$ cat src/rtl/mem_access_unit_if.sv
// Request/response handshake and Data_Memory port bundle for mem_access_unit.
interface mem_access_unit_if #(
    parameter int unsigned DATA_W = 8,
    parameter int unsigned ADDR_W = 8,
    parameter int unsigned LEN_W  = 6
);
    logic              req_valid;
    logic              req_ready;
    logic [1:0]        req_op;
    logic [ADDR_W-1:0] req_addr;
    logic [DATA_W-1:0] req_data;
    logic [LEN_W-1:0]  req_len;

    logic              rsp_valid;
    logic [DATA_W-1:0] rsp_data;
    logic              rsp_fault;

    logic [ADDR_W-1:0] mem_address;
    logic [DATA_W-1:0] mem_write_data;
    logic              mem_write;
    logic              mem_read;
    logic [DATA_W-1:0] mem_read_data;

    // Requester side, which also owns the memory model.
    modport master (
        output req_valid, req_op, req_addr, req_data, req_len, mem_read_data,
        input  req_ready, rsp_valid, rsp_data, rsp_fault,
               mem_address, mem_write_data, mem_write, mem_read
    );

    // The access unit itself.
    modport slave (
        input  req_valid, req_op, req_addr, req_data, req_len, mem_read_data,
        output req_ready, rsp_valid, rsp_data, rsp_fault,
               mem_address, mem_write_data, mem_write, mem_read
    );
endinterface

$ cat src/rtl/mem_access_unit.sv
// Sequences load/store/copy requests into single-cycle Data_Memory accesses,
// bounds-checks addresses and returns one response per request.
module mem_access_unit #(
    parameter int unsigned DATA_W    = 8,
    parameter int unsigned ADDR_W    = 8,
    parameter int unsigned MEM_DEPTH = 32,
    parameter int unsigned LEN_W     = 6
) (
    input  logic             Oscillator,
    input  logic             Reset,
    mem_access_unit_if.slave bus
);
    localparam int unsigned SUM_W = ADDR_W + 1;

    localparam logic [1:0] OP_LOAD  = 2'b00;
    localparam logic [1:0] OP_STORE = 2'b01;

    typedef enum logic [2:0] {
        IDLE    = 3'd0,
        LOAD    = 3'd1,
        STORE   = 3'd2,
        COPY_RD = 3'd3,
        COPY_WR = 3'd4,
        RESP    = 3'd5
    } state_t;

    state_t            state;
    state_t            next_state;

    logic [ADDR_W-1:0] src_q;
    logic [ADDR_W-1:0] dst_q;
    logic [LEN_W-1:0]  len_q;
    logic [LEN_W-1:0]  idx_q;

    logic              ready_q,   ready_d;
    logic              rsp_valid_q, rsp_valid_d;
    logic [DATA_W-1:0] rsp_data_q,  rsp_data_d;
    logic              rsp_fault_q, rsp_fault_d;
    logic [ADDR_W-1:0] mem_address_q, mem_address_d;
    logic [DATA_W-1:0] mem_wdata_q,   mem_wdata_d;
    logic              mem_write_q,   mem_write_d;
    logic              mem_read_q,    mem_read_d;

    logic              accept;
    logic              req_fault;
    logic              idx_last;
    logic [SUM_W-1:0]  src_end;
    logic [SUM_W-1:0]  dst_end;

    assign accept   = bus.req_valid && ready_q;
    assign idx_last = (LEN_W'(idx_q + LEN_W'(1)) == len_q);
    assign src_end  = SUM_W'(bus.req_addr) + SUM_W'(bus.req_len) - SUM_W'(1);
    assign dst_end  = SUM_W'(bus.req_data) + SUM_W'(bus.req_len) - SUM_W'(1);

    // Op decode and range check of the request presented this cycle.
    always_comb begin
        req_fault = 1'b0;
        case (bus.req_op)
            OP_LOAD, OP_STORE: req_fault = (SUM_W'(bus.req_addr) >= SUM_W'(MEM_DEPTH));
            2'b10:             req_fault = (bus.req_len != '0) &&
                                           ((src_end >= SUM_W'(MEM_DEPTH)) ||
                                            (dst_end >= SUM_W'(MEM_DEPTH)));
            default:           req_fault = 1'b1;
        endcase
    end

    // State register.
    always_ff @(posedge Oscillator) begin
        if (Reset) state <= IDLE;
        else       state <= next_state;
    end

    // Next-state logic.
    always_comb begin
        next_state = state;
        case (state)
            IDLE: begin
                if (accept) begin
                    if (req_fault) begin
                        next_state = RESP;
                    end else begin
                        case (bus.req_op)
                            OP_LOAD:  next_state = LOAD;
                            OP_STORE: next_state = STORE;
                            default:  next_state = (bus.req_len == '0) ? RESP : COPY_RD;
                        endcase
                    end
                end
            end
            LOAD:    next_state = RESP;
            STORE:   next_state = RESP;
            COPY_RD: next_state = COPY_WR;
            COPY_WR: next_state = idx_last ? RESP : COPY_RD;
            RESP:    next_state = IDLE;
            default: next_state = IDLE;
        endcase
    end

    // Output values for the cycle being entered; address/data/response hold when unused.
    always_comb begin
        ready_d       = (next_state == IDLE);
        rsp_valid_d   = 1'b0;
        rsp_data_d    = rsp_data_q;
        rsp_fault_d   = rsp_fault_q;
        mem_address_d = mem_address_q;
        mem_wdata_d   = mem_wdata_q;
        mem_write_d   = 1'b0;
        mem_read_d    = 1'b0;
        case (next_state)
            LOAD: begin
                mem_read_d    = 1'b1;
                mem_address_d = bus.req_addr;
            end
            STORE: begin
                mem_write_d   = 1'b1;
                mem_address_d = bus.req_addr;
                mem_wdata_d   = bus.req_data;
            end
            COPY_RD: begin
                mem_read_d    = 1'b1;
                mem_address_d = (state == IDLE) ? bus.req_addr
                                                : ADDR_W'(src_q + ADDR_W'(idx_q) + ADDR_W'(1));
            end
            COPY_WR: begin
                // The write-data register doubles as the copy byte buffer.
                mem_write_d   = 1'b1;
                mem_address_d = ADDR_W'(dst_q + ADDR_W'(idx_q));
                mem_wdata_d   = bus.mem_read_data;
            end
            RESP: begin
                rsp_valid_d = 1'b1;
                rsp_fault_d = (state == IDLE) && req_fault;
                case (state)
                    LOAD:    rsp_data_d = bus.mem_read_data;
                    COPY_WR: rsp_data_d = DATA_W'(len_q);
                    default: rsp_data_d = '0;
                endcase
            end
            default: ;
        endcase
    end

    // Registered outputs and latched request fields.
    always_ff @(posedge Oscillator) begin
        if (Reset) begin
            ready_q       <= 1'b0;
            rsp_valid_q   <= 1'b0;
            rsp_data_q    <= '0;
            rsp_fault_q   <= 1'b0;
            mem_address_q <= '0;
            mem_wdata_q   <= '0;
            mem_write_q   <= 1'b0;
            mem_read_q    <= 1'b0;
            src_q         <= '0;
            dst_q         <= '0;
            len_q         <= '0;
            idx_q         <= '0;
        end else begin
            ready_q       <= ready_d;
            rsp_valid_q   <= rsp_valid_d;
            rsp_data_q    <= rsp_data_d;
            rsp_fault_q   <= rsp_fault_d;
            mem_address_q <= mem_address_d;
            mem_wdata_q   <= mem_wdata_d;
            mem_write_q   <= mem_write_d;
            mem_read_q    <= mem_read_d;
            if (accept && (state == IDLE)) begin
                src_q <= bus.req_addr;
                dst_q <= ADDR_W'(bus.req_data);
                len_q <= bus.req_len;
                idx_q <= '0;
            end else if (state == COPY_WR) begin
                idx_q <= LEN_W'(idx_q + LEN_W'(1));
            end
        end
    end

    assign bus.req_ready      = ready_q;
    assign bus.rsp_valid      = rsp_valid_q;
    assign bus.rsp_data       = rsp_data_q;
    assign bus.rsp_fault      = rsp_fault_q;
    assign bus.mem_address    = mem_address_q;
    assign bus.mem_write_data = mem_wdata_q;
    assign bus.mem_write      = mem_write_q;
    assign bus.mem_read       = mem_read_q;
endmodule

$ cat src/flat_wrapper.sv
// flat-port wrapper written by rule: the top's interface ports become plain ports
module mem_access_unit_flat 
#(
    parameter int unsigned DATA_W    = 8,
    parameter int unsigned ADDR_W    = 8,
    parameter int unsigned MEM_DEPTH = 32,
    parameter int unsigned LEN_W     = 6
)
  (Oscillator, Reset, bus_req_valid, bus_req_op, bus_req_addr, bus_req_data, bus_req_len, bus_mem_read_data, bus_req_ready, bus_rsp_valid, bus_rsp_data, bus_rsp_fault, bus_mem_address, bus_mem_write_data, bus_mem_write, bus_mem_read);
  mem_access_unit_if #(.DATA_W(DATA_W), .ADDR_W(ADDR_W), .LEN_W(LEN_W)) bus_i ();
  input  logic Oscillator;
  input  logic Reset;
  input wire logic [$bits(bus_i.req_valid)-1:0] bus_req_valid;
  input wire logic [$bits(bus_i.req_op)-1:0] bus_req_op;
  input wire logic [$bits(bus_i.req_addr)-1:0] bus_req_addr;
  input wire logic [$bits(bus_i.req_data)-1:0] bus_req_data;
  input wire logic [$bits(bus_i.req_len)-1:0] bus_req_len;
  input wire logic [$bits(bus_i.mem_read_data)-1:0] bus_mem_read_data;
  output wire logic [$bits(bus_i.req_ready)-1:0] bus_req_ready;
  output wire logic [$bits(bus_i.rsp_valid)-1:0] bus_rsp_valid;
  output wire logic [$bits(bus_i.rsp_data)-1:0] bus_rsp_data;
  output wire logic [$bits(bus_i.rsp_fault)-1:0] bus_rsp_fault;
  output wire logic [$bits(bus_i.mem_address)-1:0] bus_mem_address;
  output wire logic [$bits(bus_i.mem_write_data)-1:0] bus_mem_write_data;
  output wire logic [$bits(bus_i.mem_write)-1:0] bus_mem_write;
  output wire logic [$bits(bus_i.mem_read)-1:0] bus_mem_read;
  assign bus_i.req_valid = bus_req_valid;
  assign bus_i.req_op = bus_req_op;
  assign bus_i.req_addr = bus_req_addr;
  assign bus_i.req_data = bus_req_data;
  assign bus_i.req_len = bus_req_len;
  assign bus_i.mem_read_data = bus_mem_read_data;
  assign bus_req_ready = bus_i.req_ready;
  assign bus_rsp_valid = bus_i.rsp_valid;
  assign bus_rsp_data = bus_i.rsp_data;
  assign bus_rsp_fault = bus_i.rsp_fault;
  assign bus_mem_address = bus_i.mem_address;
  assign bus_mem_write_data = bus_i.mem_write_data;
  assign bus_mem_write = bus_i.mem_write;
  assign bus_mem_read = bus_i.mem_read;
  mem_access_unit #(.DATA_W(DATA_W), .ADDR_W(ADDR_W), .MEM_DEPTH(MEM_DEPTH), .LEN_W(LEN_W)) u_core (.Oscillator(Oscillator), .Reset(Reset), .bus(bus_i));
endmodule
$ cat config.mk
export PLATFORM = sky130hd
export DESIGN_NAME = mem_access_unit_flat
export DESIGN_NICKNAME = d
export VERILOG_FILES = /design/src/rtl/mem_access_unit_if.sv /design/src/rtl/mem_access_unit.sv /design/src/flat_wrapper.sv
export SDC_FILE = /design/constraint.sdc
export NUM_CORES = 1
export LEC_CHECK = 0
export BUFFER_PORTS_ARGS = -buffer_cell sky130_fd_sc_hd__buf_2
export CAP_MARGIN = 20
export CORE_AREA = 2 2 132 134
export CTS_BUF_LIST = sky130_fd_sc_hd__clkbuf_8
export DETAILED_ROUTE_END_ITERATION = 8
export DIE_AREA = 0 0 134 136
export PLACE_DENSITY_LB_ADDON = 0.05
export SYNTH_ARGS = -nofsm -noshare
export SYNTH_HDL_FRONTEND = slang
export SYNTH_SLANG_ARGS = --single-unit
$ cat constraint.sdc
create_clock -name Oscillator -period 6.5 [get_ports Oscillator]
set_clock_uncertainty 0.15 [all_clocks]
set_input_delay 0.65 -clock Oscillator [delete_from_list [all_inputs] [get_ports Oscillator]]
set_output_delay 0.65 -clock Oscillator [all_outputs]
set_load 0.02 [all_outputs]
After elaboration in Yosys (flattened, before gate mapping)
Cells that the tools add are included.
{"block": "totals", "regBits": 60, "output_inout_bits": 29}
{"block": "classes", "addsub": 8, "n_lt_le_gt_ge": 3, "n_eq_ne": 12, "muxes": 14, "reduce_logical": 18}
{"operator": "$pmux W8 S2", "n": 2}
{"operator": "$pmux W8 S3", "n": 1}
{"operator": "$add A8 B6 Y9", "n": 2}
{"operator": "$ge A9 B6 Y1 const B", "n": 2}
{"operator": "$sub A9 B1 Y9 const B", "n": 2}
{"operator": "$add A8 B6 Y8", "n": 2}
{"operator": "$eq A3 B2 Y1 const B", "n": 4}
{"operator": "$mux W3", "n": 4}
{"operator": "$pmux W3 S4", "n": 1}
{"operator": "$reduce_or A2 Y1", "n": 6}
{"operator": "$eq A3 B3 Y1 const B", "n": 3}
{"operator": "$add A8 B1 Y8 const B", "n": 1}
{"operator": "$ge A8 B6 Y1 const B", "n": 1}
{"operator": "$mux W8", "n": 1}
{"operator": "$add A6 B1 Y6 const B", "n": 1}
{"operator": "$eq A3 B1 Y1 const B", "n": 2}
{"operator": "$eq A6 B6 Y1", "n": 1}
{"operator": "$logic_not A3 Y1", "n": 2}
{"operator": "$logic_not A6 Y1", "n": 1}
{"operator": "$pmux W3 S2", "n": 1}
{"operator": "$reduce_bool A6 Y1", "n": 1}
{"operator": "$logic_and A1 B1 Y1", "n": 4}
{"operator": "$mux W1", "n": 3}
{"operator": "$reduce_bool A3 Y1", "n": 1}
{"operator": "other kinds (6)", "n": 6}

Longest topological paths before layout
Gate-level depths: netlist (run 1).
{"block": "logic_depth", "ltp_word": 12, "mapped_depth": 14, "depth_no_buf": 13}

Least setup slack after synthesis (run 1)
No wires, ideal clock.
{"block": "synth_timing", "path_kind": "input -> register", "startpoint": "input port bus_req_len[2]", "endpoint": "register u_core.mem_address_q[5], in the netlist u_core.bus.mem_address[5]", "setup_time_ps": 74, "arrival_ps": 3292, "required_ps": 6276, "setup_slack_ps": 2984, "path_stages": 11, "path_buffers": 0, "cell_sequence": "inv_1 > ha_1 > inv_1 > ha_1 > a211oi_1 > o21ai_1 > or4b_4 > a2111oi_4 > a31oi_1 > or4b_1 > a31oi_1"}
{"block": "synth_between", "elab_chain_len": 12}
{"element": "from (decl)", "line": "flat_wrapper.sv:17", "text": "input wire logic [$bits(bus_i.req_len)-1:0] bus_req_len;"}
{"element": "$add A8 B6 Y9, on equally long branches", "line": "mem_access_unit.sv:52, mem_access_unit.sv:53"}
{"element": "$sub A9 B1 Y9, on equally long branches", "line": "mem_access_unit.sv:52, mem_access_unit.sv:53"}
{"element": "$ge A9 B6 Y1, on equally long branches", "line": "mem_access_unit.sv:61, mem_access_unit.sv:62"}
{"element": "$logic_or A1 B1 Y1", "line": "mem_access_unit.sv:61", "text": "((src_end >= SUM_W'(MEM_DEPTH)) ||"}
{"element": "$logic_and A1 B1 Y1", "line": "mem_access_unit.sv:60", "text": "2'b10: req_fault = (bus.req_len != '0) &&"}
{"element": "$pmux W1 S2", "line": "mem_access_unit.sv:58", "text": "case (bus.req_op)"}
{"element": "$mux W3 (*)", "line": "mem_access_unit.sv:79", "text": "if (req_fault) begin"}
{"element": "$mux W3 (*)", "line": "mem_access_unit.sv:78", "text": "if (accept) begin"}
{"element": "$pmux W3 S4 (*)", "line": "mem_access_unit.sv:76", "text": "case (state)"}
{"element": "$eq A3 B2 Y1 or $eq A3 B1 Y1 (tied branches)", "line": "mem_access_unit.sv:109", "text": "case (next_state)"}
{"element": "$reduce_or A2 Y1 (no line)"}
{"element": "$pmux W8 S3 or $reduce_bool A3 Y1 (tied branches)"}
{"element": "to (signal assigned)", "line": "mem_access_unit.sv:163", "text": "mem_address_q <= mem_address_d;"}
{"element": "to (decl)", "line": "mem_access_unit.sv:39", "text": "logic [ADDR_W-1:0] mem_address_q, mem_address_d;"}
Mark *: on every way between the ends. The rest lies on a longest branch, timed or not.
A chain may end at the register's enable or synchronous reset.

Final worst setup path (run 1)
{"block": "layout_timing", "startpoint": "input port bus_req_addr[2]", "endpoint": "register u_core.mem_address_q[5], in the netlist u_core.bus.mem_address[5]"}
{"block": "layout_between", "elab_chain_len": 12}
{"element": "from (decl)", "line": "flat_wrapper.sv:15", "text": "input wire logic [$bits(bus_i.req_addr)-1:0] bus_req_addr;"}
{"element": "$add A8 B6 Y9", "line": "mem_access_unit.sv:52", "text": "assign src_end = SUM_W'(bus.req_addr) + SUM_W'(bus.req_len) - SUM_W'(1);"}
{"element": "$sub A9 B1 Y9", "line": "mem_access_unit.sv:52"}
{"element": "$ge A9 B6 Y1", "line": "mem_access_unit.sv:61"}
{"element": "$logic_or A1 B1 Y1", "line": "mem_access_unit.sv:61"}
{"element": "$logic_and A1 B1 Y1", "line": "mem_access_unit.sv:60"}
{"element": "$pmux W1 S2 (*)", "line": "mem_access_unit.sv:58"}
{"element": "$mux W3 (*)", "line": "mem_access_unit.sv:79"}
{"element": "$mux W3 (*)", "line": "mem_access_unit.sv:78"}
{"element": "$pmux W3 S4 (*)", "line": "mem_access_unit.sv:76"}
{"element": "$eq A3 B2 Y1 or $eq A3 B1 Y1 (tied branches)", "line": "mem_access_unit.sv:109"}
{"element": "$reduce_or A2 Y1 (no line)"}
{"element": "$pmux W8 S3 or $reduce_bool A3 Y1 (tied branches)"}
Marks and branches as above.

==> summary by stage, run 1 <==
Layout
The growth of design area from synthesis to finish is 18.4%. The layout has 1863 filler cells. The multi-input gate area in the final layout is 2620 um2.

Cells with a size suffix above 1 make up 16.1% of the layout. Summing all flip-flop and latch instances after layout gives 1200 um2. After the last flow step, the layout net total stands at 659. The antenna cell count is 0. The final standard cell count with taps included and fillers excluded is 810.

Pwr
Cell internal power was estimated by the tool at 0.888 mW. Across the VDD grid, the largest voltage drop is 0.113 mV. In this run switching power makes up 47.0% of total power. The clock share of power is 19.1%. In this run the power spent charging and discharging nets is 0.786 mW. The portion of total power attributed to sequential cells is 30.8%. Summed over all cells, the static leakage comes to 2.07 nW. The total power density per cell area is 342 nW/um2.

The logic gate share of total power is 50.2%.

STA
In the post-route analysis, the smallest setup slack over all paths is 2.79 ns. Based on the critical path, the design can be clocked at up to 0.270 GHz. For the finished layout, the period the worst path requires is 3.71 ns. The number of max-slew violations in the final report is 0.

The max-slew headroom at the worst pin is 22.3%. In the final timing run, aggregate negative setup slack is 0 ns. The worst-margin pin slew is 1.16 ns. The final setup violation count is 0. Setup repair after global routing left no endpoint under its margin.

In the finished design, the share of the clock period the worst path needs comes to 57.1%. The final number of hold-violating endpoints came to 0.

Clock tree
The number of clock buffers added by TritonCTS is 9. The maximum number of buffers from clock root to sink is 2. The buffer cell driving the clock tree root is clkbuf_8. The number of sinks handled by clock tree synthesis is 60. In this run the number of H-tree levels came out at 3.

Clock latency on the worst-skew pair, taken at its later pin, is 0.37 ns. The clock tree from TritonCTS is done. Clock-pin slew was measured on the worst setup and hold paths at 0.07 ns. The count of hold-fix buffers inserted at cts is 0. In this run, post-CTS repair resized a total of 0 instances.

Once the clock tree was built, the setup fixing pass inserted 0 buffers.

Setup path
The critical path is of the in -> reg type. The reg-to-reg startpoint is u_core.bus.req_ready. The most critical setup path has its startpoint at bus_req_addr[2]. The data arrival time of the critical path is 3.85 ns.

Setup slack on the worst reg-to-reg path comes out at 3.24 ns. The largest fanout of any net on the critical path is 7. The worst setup path is launched from an input pin. The data required time of the critical path is 6.64 ns. The type of element capturing the critical path is a register.

Yosys
After synthesis, the mean cell area works out to 7.93 um2. The number of nets in the synthesized netlist is 600. After technology mapping, the gate count stands at 521. During synthesis, Yosys emitted a total of 0 warnings. The number of flops mapped to enable cells by yosys is 0. The count of distinct cell types in the synthesized netlist is 57.

The top cell type's share of synthesized area is 29.1%. In the synthesized netlist the async set-or-reset flop fraction comes to 0%. The synthesized design contains 60 register bits.

The share of the Yosys chip area taken by registers is 29.1%. The primary flip-flop cell chosen by synthesis mapping is dfxtp_1. The cell area after synthesis is 4130 um2. The cell type with the highest aggregate area in the netlist is dfxtp_1.

After synthesis, the cell types taking the most area are dfxtp_1 29%, ha_1 12%, a21oi_1 6.9%.

Global route
The initial antenna violation count was 0. Global routing used 16.6% of the available tracks across all layers. The wire length of the first global-routing pass is 22500 um.

The number of global-route vias before repair is 3827. Entering global routing, the biggest net connects 61 pins. The total grt overflow is 0.

Detailed routing
The number of remaining DRC errors is 0. The final route contains 3980 vias. The per-cell routed wire length is 18.1 um. The detailed-route wire length is 14700 um. The count of nets left with antenna violations once routing finished came out at 0. The via-per-instance ratio is 4.91. Before antenna repair, the detailed router went through 5 iterations.

The starting DRC count in detailed routing is 260.

Status
The run finished with clean final reports.

Hold path
In this run the worst hold path is classified as reg -> reg. The worst hold path begins at u_core.src_q[3].

Die
The initial standard-cell utilization of the core is 24.5%. The die is 134 um wide. The number of placement rows is 48. The area of the die is 18200 um2. The die is 136 um tall. 64 I/O pins were placed.

The total area inside the core boundary comes to 16900 um2.

Flow run
The number of max-cap violations is 0.

Placement
The number of placed instances, taps included, is 792. During placement, the flow inserted port buffers numbering 63. The final estimated routing congestion in global placement is 0.789. Before CTS, the worst setup slack after placement is 2.11 ns. Summed over all nets, the half-perimeter wirelength after detailed placement is 11300 um.
## kinds of logic after synthesis
logic type / share of synthesized area [%]
xor+xnor: 4.24
flops: 29.1
simple gates: 17.1
mux: 0.515
fa+ha+maj: 14.1
buf+inv: 7.58
compound gates: 27.5
## cells in the mapped netlist, types with 3 or more instances
master and count:
inv_1 61, nand3_1 9, o31ai_1 3, a31oi_1 4, o211ai_1 10, dfxtp_1 60
a21oi_1 57, a221oi_1 6, nor2_1 21, o21ai_0 14, nor2b_1 6, ha_1 40
fa_1 4, a311oi_1 7, buf_2 4, nor3_1 15, o21a_1 3, nor4_1 6
clkbuf_1 17, or3_1 3, nor3b_1 3, xor2_1 5, and3_1 5, a32oi_1 8
nand2_1 62, a22oi_1 6, a31o_2 4, a211oi_1 20, xnor2_1 15, a21o_1 8
nand2b_1 4
## path summary, 6_finish.rpt
| check | endpoint | cells past startpoint |
|---|---|---|
| setup / recovery | u_core.bus.mem_address[5] | 12 |
| hold / removal | u_core.src_q[3] | 2 |
| setup reg to reg | u_core.bus.mem_address[7] | 7 |
| hold reg to reg | u_core.src_q[3] | 2 |
## state kept, by name (all words and copies together), names as in the netlist
name	flops
u_core.src_q	8
u_core.bus.mem_write_data	8
u_core.bus.mem_write	1
u_core.idx_q	6
u_core.bus.mem_address	8
u_core.state	3
u_core.bus.req_ready	1
u_core.bus.rsp_valid	1
u_core.bus.mem_read	1
u_core.dst_q	8
u_core.bus.rsp_data	8
u_core.bus.rsp_fault	1
u_core.len_q	6
## worst max-delay path: stages
cell and delay [ns]:
buf_2 0.12, inv_1 0.07, ha_1 0.31, inv_1 0.05, ha_1 0.28, a211oi_1 0.24
o21ai_1 0.11, or4b_4 0.50, a2111oi_4 0.56, a31oi_1 0.26, or4b_1 0.52, a31oi_1 0.17
## metal layers
layer  vias to the layer above  track usage, %  share of wire [%]
met1                      1895            22.8                 48
li1                       1991               -                  -
met2                        79            26.1                 46
met3                        15            3.06                4.1
met5                         -               0                  0
met4                         0            5.91                1.7
## layout make-up
type / count / area share, %
clock buffer: 10 / 2.81
clock inverter: 6 / 0.819
inverter: 61 / 4.68
multi-input combinational: 379 / 53.6
sequential: 60 / 24.6
tap: 225 / 5.76
timing repair buffer: 69 / 7.78
## metrics by stage
stage	hold WS (ns)	utilization, %	total power [mW]	instance area [um2]
after floorplan	0.286	-	1.09	4130
after global placement	0.297	27.7	1.35	4680
after detailed placement	0.304	27.7	1.35	4680
after CTS	0.314	28.8	1.67	4850
after global routing	0.328	29.0	1.81	4890
final	0.310	29.0	1.67	4890
## layout by cell type, fill, tap and decap left out, types with 4 or more instances in the layout
cell,instances
nor2_1,21
clkinvlp_4,4
nor4_1,6
o21ai_0,14
a32oi_1,8
xnor2_1,15
fa_1,4
a21o_1,8
dfxtp_1,60
a31oi_1,4
nand3_1,9
ha_1,40
a221oi_1,6
nor2b_1,6
a311oi_1,7
a31o_2,4
buf_4,4
inv_1,61
xor2_1,5
nand2_1,62
a211oi_1,20
a22oi_1,6
buf_2,63
nand2b_1,4
clkbuf_8,10
o211ai_1,10
a21oi_1,57
and3_1,5
nor3_1,14
## power groups by stage
stage / sequential, mW / combinational, mW / clock (mW)
3_5_place_dp: 0.523 / 0.823 / 0
5_1_grt: 0.528 / 0.932 / 0.347
4_1_cts: 0.515 / 0.827 / 0.328
3_3_place_gp: 0.525 / 0.826 / 0
6_report: 0.515 / 0.840 / 0.319
2_1_floorplan: 0.571 / 0.519 / 0
(Power assumes the default switching activity.)
==> run 2: changes to the inputs <==
- clock period: 6.5 -> 3 ns (I/O delays scaled with it)
==> summary by stage, run 2 (synthesis gave the netlist of run 1 again) <==
STA
The worst-margin pin slew came to 0.704 ns (was 1.16 ns). The worst hold-check slack is 0.0671 ns (was 0.310 ns). Timing would allow up to 0.340 GHz. Unrepaired setup endpoints after global routing: yes (was no). The final number of hold-violating endpoints is 0 (unchanged). After layout, the worst path uses 98.0% of the clock period.

The number of max-slew violations in the final report is 0 (unchanged). The max-slew headroom at the worst pin was 53.1% (was 22.3%). The clock period could shrink to 2.94 ns. The final setup violation count is 0 (unchanged).

Setup path
The type of element capturing the critical path is a register (unchanged). The sort of element at the start of the critical path is an input pin (unchanged). The slowest cell on the critical path is o32a_1 (was a2111oi_4). The combined buffer and inverter count along the critical path is 5 (was 3). The largest fanout of any net on the critical path is 5 (was 7). The family of cells with the greatest summed delay on the critical path is compound AO/OA/AOI/OAI gates (unchanged). Counting stages on the worst path, the most repeated cell is buf_4. The type of the worst setup path is in -> reg (unchanged). The data arrival time of the critical path is 3.05 ns (was 3.85 ns). The data required time of the critical path came to 3.11 ns (was 6.64 ns).

The delay contributed by the slowest stage of the critical path is 0.38 ns (was 0.56 ns). Cell breakdown of the critical path: buf_4 -> inv_12 -> ha_4 -> inv_1 -> ha_1 -> a21o_1 -> o2bb2ai_2 -> o32a_1 -> a2111oi_4 -> buf_4 -> buf_6 -> nand4_1 -> a21o_4 -> a311oi_1 (was buf_2 -> inv_1 -> ha_1 -> inv_1 -> ha_1 -> a211oi_1 -> o21ai_1 -> or4b_4 -> a2111oi_4 -> a31oi_1 -> or4b_1 -> a31oi_1).

Clock tree
The number of sinks handled by clock tree synthesis came to 60 (unchanged). The number of CTS-inserted buffers came to 9 (unchanged). The buffer cell driving the clock tree root is clkbuf_8 (unchanged). The later-pin clock latency in the skew report came to 0.35 ns (was 0.37 ns). The clock transition time at the flip-flop clock pins of the worst setup and hold paths is 0.07 ns (about the same). The count of hold-fix buffers inserted at cts is 0 (unchanged). The clock tree from TritonCTS is done (unchanged). The maximum number of buffers from clock root to sink is 2 (unchanged). The number of H-tree levels is 3 (unchanged).

Detailed routing
The starting DRC count in detailed routing came to 243 (was 260). The number of remaining DRC errors is 0 (unchanged). The number of vias in the routed layout is 4273 (was 3980).

The via-per-instance ratio came to 4.88 (was 4.91). The per-cell routed wire length was 17.3 um (was 18.1 um). The detailed-route wire length is 15200 um (was 14700 um). The count of antenna-violating nets left after detailed routing is 0 (unchanged). The number of detailed-route iterations in the first pass is 4 (was 5).

Layout
The net count reported at finish is 725 (was 659). The share of post-route cells with drive strength above 1 is 32.0% (was 16.1%). The growth of design area from synthesis to finish is 38.7% (was 18.4%). Commonest cells after routing, fill and taps aside: 75 x buf_4, 62 x nand2_1, 60 x dfxtp_1, 58 x buf_2, 53 x a21oi_1 (was 63 x buf_2, 62 x nand2_1, 61 x inv_1, 60 x dfxtp_1, 57 x a21oi_1). The antenna cell count came to 0 (unchanged). The most common cell after layout, fill and taps aside is buf_4 (was buf_2). The number of fill cells in the layout was 1821 (was 1863).

Status
Result of the run: finished clean (unchanged).

Pwr
The total power density per cell area came to 719 nW/um2 (was 342 nW/um2). The maximum vdd ir drop is 0.273 mV (was 0.113 mV). The post-layout total power is 4.12 mW (was 1.67 mW). The leakage power is 2.43 nW (was 2.07 nW).

Die
The horizontal die dimension came to 134 um (unchanged). The area of the die is 18200 um2 (unchanged). The area of the core is 16900 um2 (unchanged). The initial standard-cell utilization of the core is 24.5% (unchanged). The number of placement rows is 48 (unchanged). The I/O pin count is 64 (unchanged). The vertical die dimension came to 136 um (unchanged).

Global route
The number of global-route vias before repair came to 4233 (was 3827). The initial antenna violation count came to 0 (unchanged). The wire length of the first global-routing pass is 23300 um (was 22500 um).

The maximum number of pins on one net before global-route repair is 36 (was 61). The aggregate global-route resource usage is 16.9% (was 16.6%). The total grt overflow is 0 (unchanged).

Placement
The final estimated routing congestion in global placement is 0.831 (was 0.789). The count of port buffers added during placement is 63 (unchanged). The half-perimeter wire length after placement is 11900 um (was 11300 um).

Flow run
The number of max-cap violations was 0 (unchanged).

Hold path
The path type of the worst min-delay path is in -> reg (was reg -> reg).
==> run 2: layer usage <==
metal  GRT usage, %  wire length (um)  vias to the layer above
li1               -                 -                     2130
met1           22.3              7200                     2037
met2           28.1              7140                       88
met3           2.68               583                       18
met4           5.38               255                        0
met5              0                 0                        -
==> run 2: final cells by class <==
type                            instances  area [um2]  share of cell area, %
Multi-Input combinational cell        380        2910                   50.8
Sequential cell                        60        1200                   21.0
Timing Repair Buffer                  134         865                   15.1
Tap cell                              225         282                   4.92
Inverter                               61         251                   4.39
Clock buffer                           10         138                   2.40
Clock inverter                          6        80.1                   1.40
==> run 2: where the power goes <==
part | internal (mW) | total (mW) | switching (mW)
clock network | 0.483 | 0.829 | 0.345
logic | 0.867 | 2.18 | 1.31
registers | 0.977 | 1.11 | 0.135
total | 2.33 | 4.12 | 1.79
==> run 2: timing repair <==
action | 4_1_cts | 5_1_grt
setup buffers | 2 | 2
pin swaps | 8 | 11
cloned | 0 | 1
resized for setup | 15 | 23
endpoints found under the setup margin | 11 | 29
==> run 2: worst reg2reg max path, delay by kind of cell (launching register included) <==
family	cells	cell delay, ns
compound gates	5	1.18
flops	1	0.37
fa+ha+maj	1	0.27
simple gates	2	0.73
==> run 2: worst paths after layout <==
kind | from | to | slack, ns | cells after the start
max reg2reg | u_core.idx_q[0] | u_core.bus.mem_address[7] | 0.18 | 8
max | bus_req_len[2] | u_core.bus.rsp_data[2] | 0.06 | 14
min | bus_mem_read_data[7] | u_core.bus.rsp_data[7] | 0.07 | 3
min reg2reg | u_core.src_q[5] | u_core.src_q[5] | 0.31 | 2
==> run 2: stage by stage <==
stage	worst slack (ns)	cells	area [um2]	utilization [%]	TNS [ns]
floorplan	-0.0814	521	4260	-	-0.0814
global placement	-0.437	855	5280	31.3	-10.77
detailed placement	-0.480	855	5280	31.3	-11.38
CTS	0.0100	873	5580	33.1	0
global route	-0.0295	876	5730	33.9	-0.120
finish	0.0611	876	5730	33.9	0
==> run 3: changes to the inputs <==
- clock period: 3 -> 3.15 ns (I/O delays scaled with it)
==> summary by stage, run 3 (synthesis gave the netlist of run 1 again) <==
Clock tree
The maximum number of buffers from clock root to sink is 2 (unchanged). The clock tree from TritonCTS is done (unchanged). The number of CTS-inserted buffers is 9 (unchanged). The buffer cell driving the clock tree root is clkbuf_8 (unchanged). The number of H-tree levels is 3 (unchanged). The count of hold-fix buffers inserted at cts is 0 (unchanged). The later-pin clock latency in the skew report was 0.35 ns (about the same). The post-CTS setup buffer count is 0 (was 2). The clock transition time at the flip-flop clock pins of the worst setup and hold paths came to 0.08 ns (was 0.07 ns). The number of sinks handled by clock tree synthesis is 60 (unchanged).

Placement
The final estimated routing congestion in global placement came to 0.814 (was 0.831). The count of port buffers added during placement is 63 (unchanged). The cell total after placement is 847 (was 855). The half-perimeter wire length after placement was 11900 um (about the same). The post-place setup slack is -0.362 ns (was -0.480 ns).

Global route
The initial antenna violation count is 0 (unchanged). The total grt overflow is 0 (unchanged). The maximum number of pins on one net before global-route repair is 32 (was 36). The aggregate global-route resource usage is 16.6% (was 16.9%). The wire length of the first global-routing pass is 23000 um (was 23300 um). The number of global-route vias before repair is 4062 (was 4233).

Detailed routing
The number of remaining DRC errors is 0 (unchanged). The number of detailed-route iterations in the first pass is 6 (was 4). The via-per-instance ratio came to 4.82 (was 4.88).

The starting DRC count in detailed routing is 215 (was 243). The per-cell routed wire length is 17.4 um (was 17.3 um). The count of antenna-violating nets left after detailed routing is 0 (unchanged). The detailed-route wire length is 15000 um (was 15200 um). The number of vias in the routed layout was 4161 (was 4273).

Pwr
The total power density per cell area is 699 nW/um2 (was 719 nW/um2). The clock share of power was 19.9% (was 20.1%). The leakage power came to 2.36 nW (was 2.43 nW).

The portion of total power attributed to sequential cells was 28.0% (was 27.0%). The switching share of total power is 44.1% (was 43.5%). The net switching component of the power is 1.68 mW (was 1.79 mW).

The design internal power is 2.12 mW (was 2.33 mW). The logic gate share of total power was 52.1% (was 52.9%). The post-layout total power is 3.80 mW (was 4.12 mW).

The maximum vdd ir drop came to 0.246 mV (was 0.273 mV).

STA
The final critical path time including I/O delays and setup is 3.04 ns. The number of max-slew violations in the final report was 0 (unchanged). The highest achievable clock rate is 0.329 GHz.

The max-slew headroom at the worst pin is 48.6% (was 53.1%). The final number of hold-violating endpoints is 0 (unchanged). The worst hold-check slack is 0.0827 ns (was 0.0671 ns). The final setup violation count was 0 (unchanged). The worst-case setup margin in the final layout was 0.108 ns (was 0.0611 ns). The worst-margin pin slew was 0.768 ns (was 0.704 ns).

The part of the cycle the worst path needs is 96.6%.

Setup path
The most used cell along the critical path is inv_1 (was buf_4). The type of element capturing the critical path is a register (unchanged). The delay contributed by the slowest stage of the critical path is 0.50 ns (was 0.38 ns). The slowest cell on the critical path was or4b_4 (was o32a_1). The data arrival time of the critical path is 3.15 ns (was 3.05 ns).

The type of the worst setup path is in -> reg (unchanged). The data required time of the critical path was 3.26 ns (was 3.11 ns). The register-to-register setup slack came to 0.27 ns (was 0.18 ns). The largest fanout of any net on the critical path is 7 (was 5). Cell breakdown of the critical path: buf_2 -> inv_1 -> ha_4 -> inv_1 -> ha_1 -> a211oi_2 -> o21ai_1 -> or4b_4 -> a2111oi_4 -> buf_6 -> nand4_1 -> a21o_4 -> a311oi_1 (was buf_4 -> inv_12 -> ha_4 -> inv_1 -> ha_1 -> a21o_1 -> o2bb2ai_2 -> o32a_1 -> a2111oi_4 -> buf_4 -> buf_6 -> nand4_1 -> a21o_4 -> a311oi_1).

The sort of element at the start of the critical path is an input pin (unchanged).

Layout
The growth of design area from synthesis to finish is 31.7% (was 38.7%). The antenna cell count came to 0 (unchanged). The share of post-route cells with drive strength above 1 is 25.8% (was 32.0%). The number of fill cells in the layout is 1839 (was 1821). Commonest cells after routing, fill and taps aside: 63 x buf_2, 62 x nand2_1, 60 x inv_1, 59 x dfxtp_1 (was 75 x buf_4, 62 x nand2_1, 60 x dfxtp_1, 58 x buf_2, 53 x a21oi_1). The most common cell after layout, fill and taps aside is buf_2 (was buf_4). The final standard cell count with taps included and fillers excluded is 864 (was 876). The net count reported at finish came to 713 (was 725).

Die
The horizontal die dimension is 134 um (unchanged). The vertical die dimension was 136 um (unchanged). The initial standard-cell utilization of the core is 24.5% (unchanged). The I/O pin count is 64 (unchanged). The area of the die is 18200 um2 (unchanged). The area of the core is 16900 um2 (unchanged). The number of placement rows is 48 (unchanged).

Hold path
The path type of the worst min-delay path is in -> reg (unchanged).

Flow run
The number of max-cap violations came to 0 (unchanged).

Status
Result of the run: finished clean (unchanged).
run 3: critical path, delay by kind of cell:
family / cells / cell delay, ns
adders and majority gates: 2 / 0.55
and+or+nand+nor: 2 / 0.67
AOI/OAI and AO/OA: 5 / 1.22
buffers and inverters: 4 / 0.38
run 3: power groups by stage:
stage / Sequential (mW) / Clock, mW / Combinational [mW]
2_1_floorplan: 1.18 / 0 / 1.08
3_3_place_gp: 1.08 / 0 / 1.88
3_5_place_dp: 1.08 / 0 / 1.89
4_1_cts: 1.07 / 0.782 / 1.89
5_1_grt: 1.09 / 0.808 / 2.19
6_report: 1.06 / 0.756 / 1.98
run 3: final cells by class:
class | count | area (um2) | area share (%)
flip-flops and latches | 60 | 1200 | 22.1
multi-input cells | 380 | 2740 | 50.4
repair buffers | 122 | 774 | 14.2
clock inverters | 5 | 58.8 | 1.08
clock buffers | 11 | 151 | 2.78
inverters | 61 | 229 | 4.21
well taps | 225 | 282 | 5.18
run 3: layer usage:
metal  global-route usage, %  wire length (um)
met3                    2.27               374
met1                    22.2              7250
met4                    4.61               191
met5                       0                 0
met2                    27.9              7210
run 3: worst paths after layout:
path                               end  cells past startpoint            startpoint
min reg2reg            u_core.src_q[0]                      2       u_core.src_q[0]
max             u_core.bus.rsp_data[1]                     13       bus_req_addr[2]
max reg2reg  u_core.bus.mem_address[7]                      8       u_core.idx_q[0]
min             u_core.bus.rsp_data[7]                      3  bus_mem_read_data[7]
run 3: metrics by stage:
| step | util [%] | setup TNS [ns] | cell area (um2) |
|---|---|---|---|
| 2_1_floorplan | - | -0.0186 | 4150 |
| 3_3_place_gp | 30.2 | -9.11 | 5100 |
| 3_5_place_dp | 30.3 | -8.32 | 5120 |
| 4_1_cts | 31.6 | 0 | 5330 |
| 5_1_grt | 32.2 | -0.0436 | 5440 |
| 6_report | 32.2 | 0 | 5440 |
run 3: what timing repair did:
action / 4_1_cts / 5_1_grt
gates cloned: 0 / 1
gates resized for setup: 1 / 19
pin swaps: 1 / 8
endpoints found under the setup margin: 2 / 24
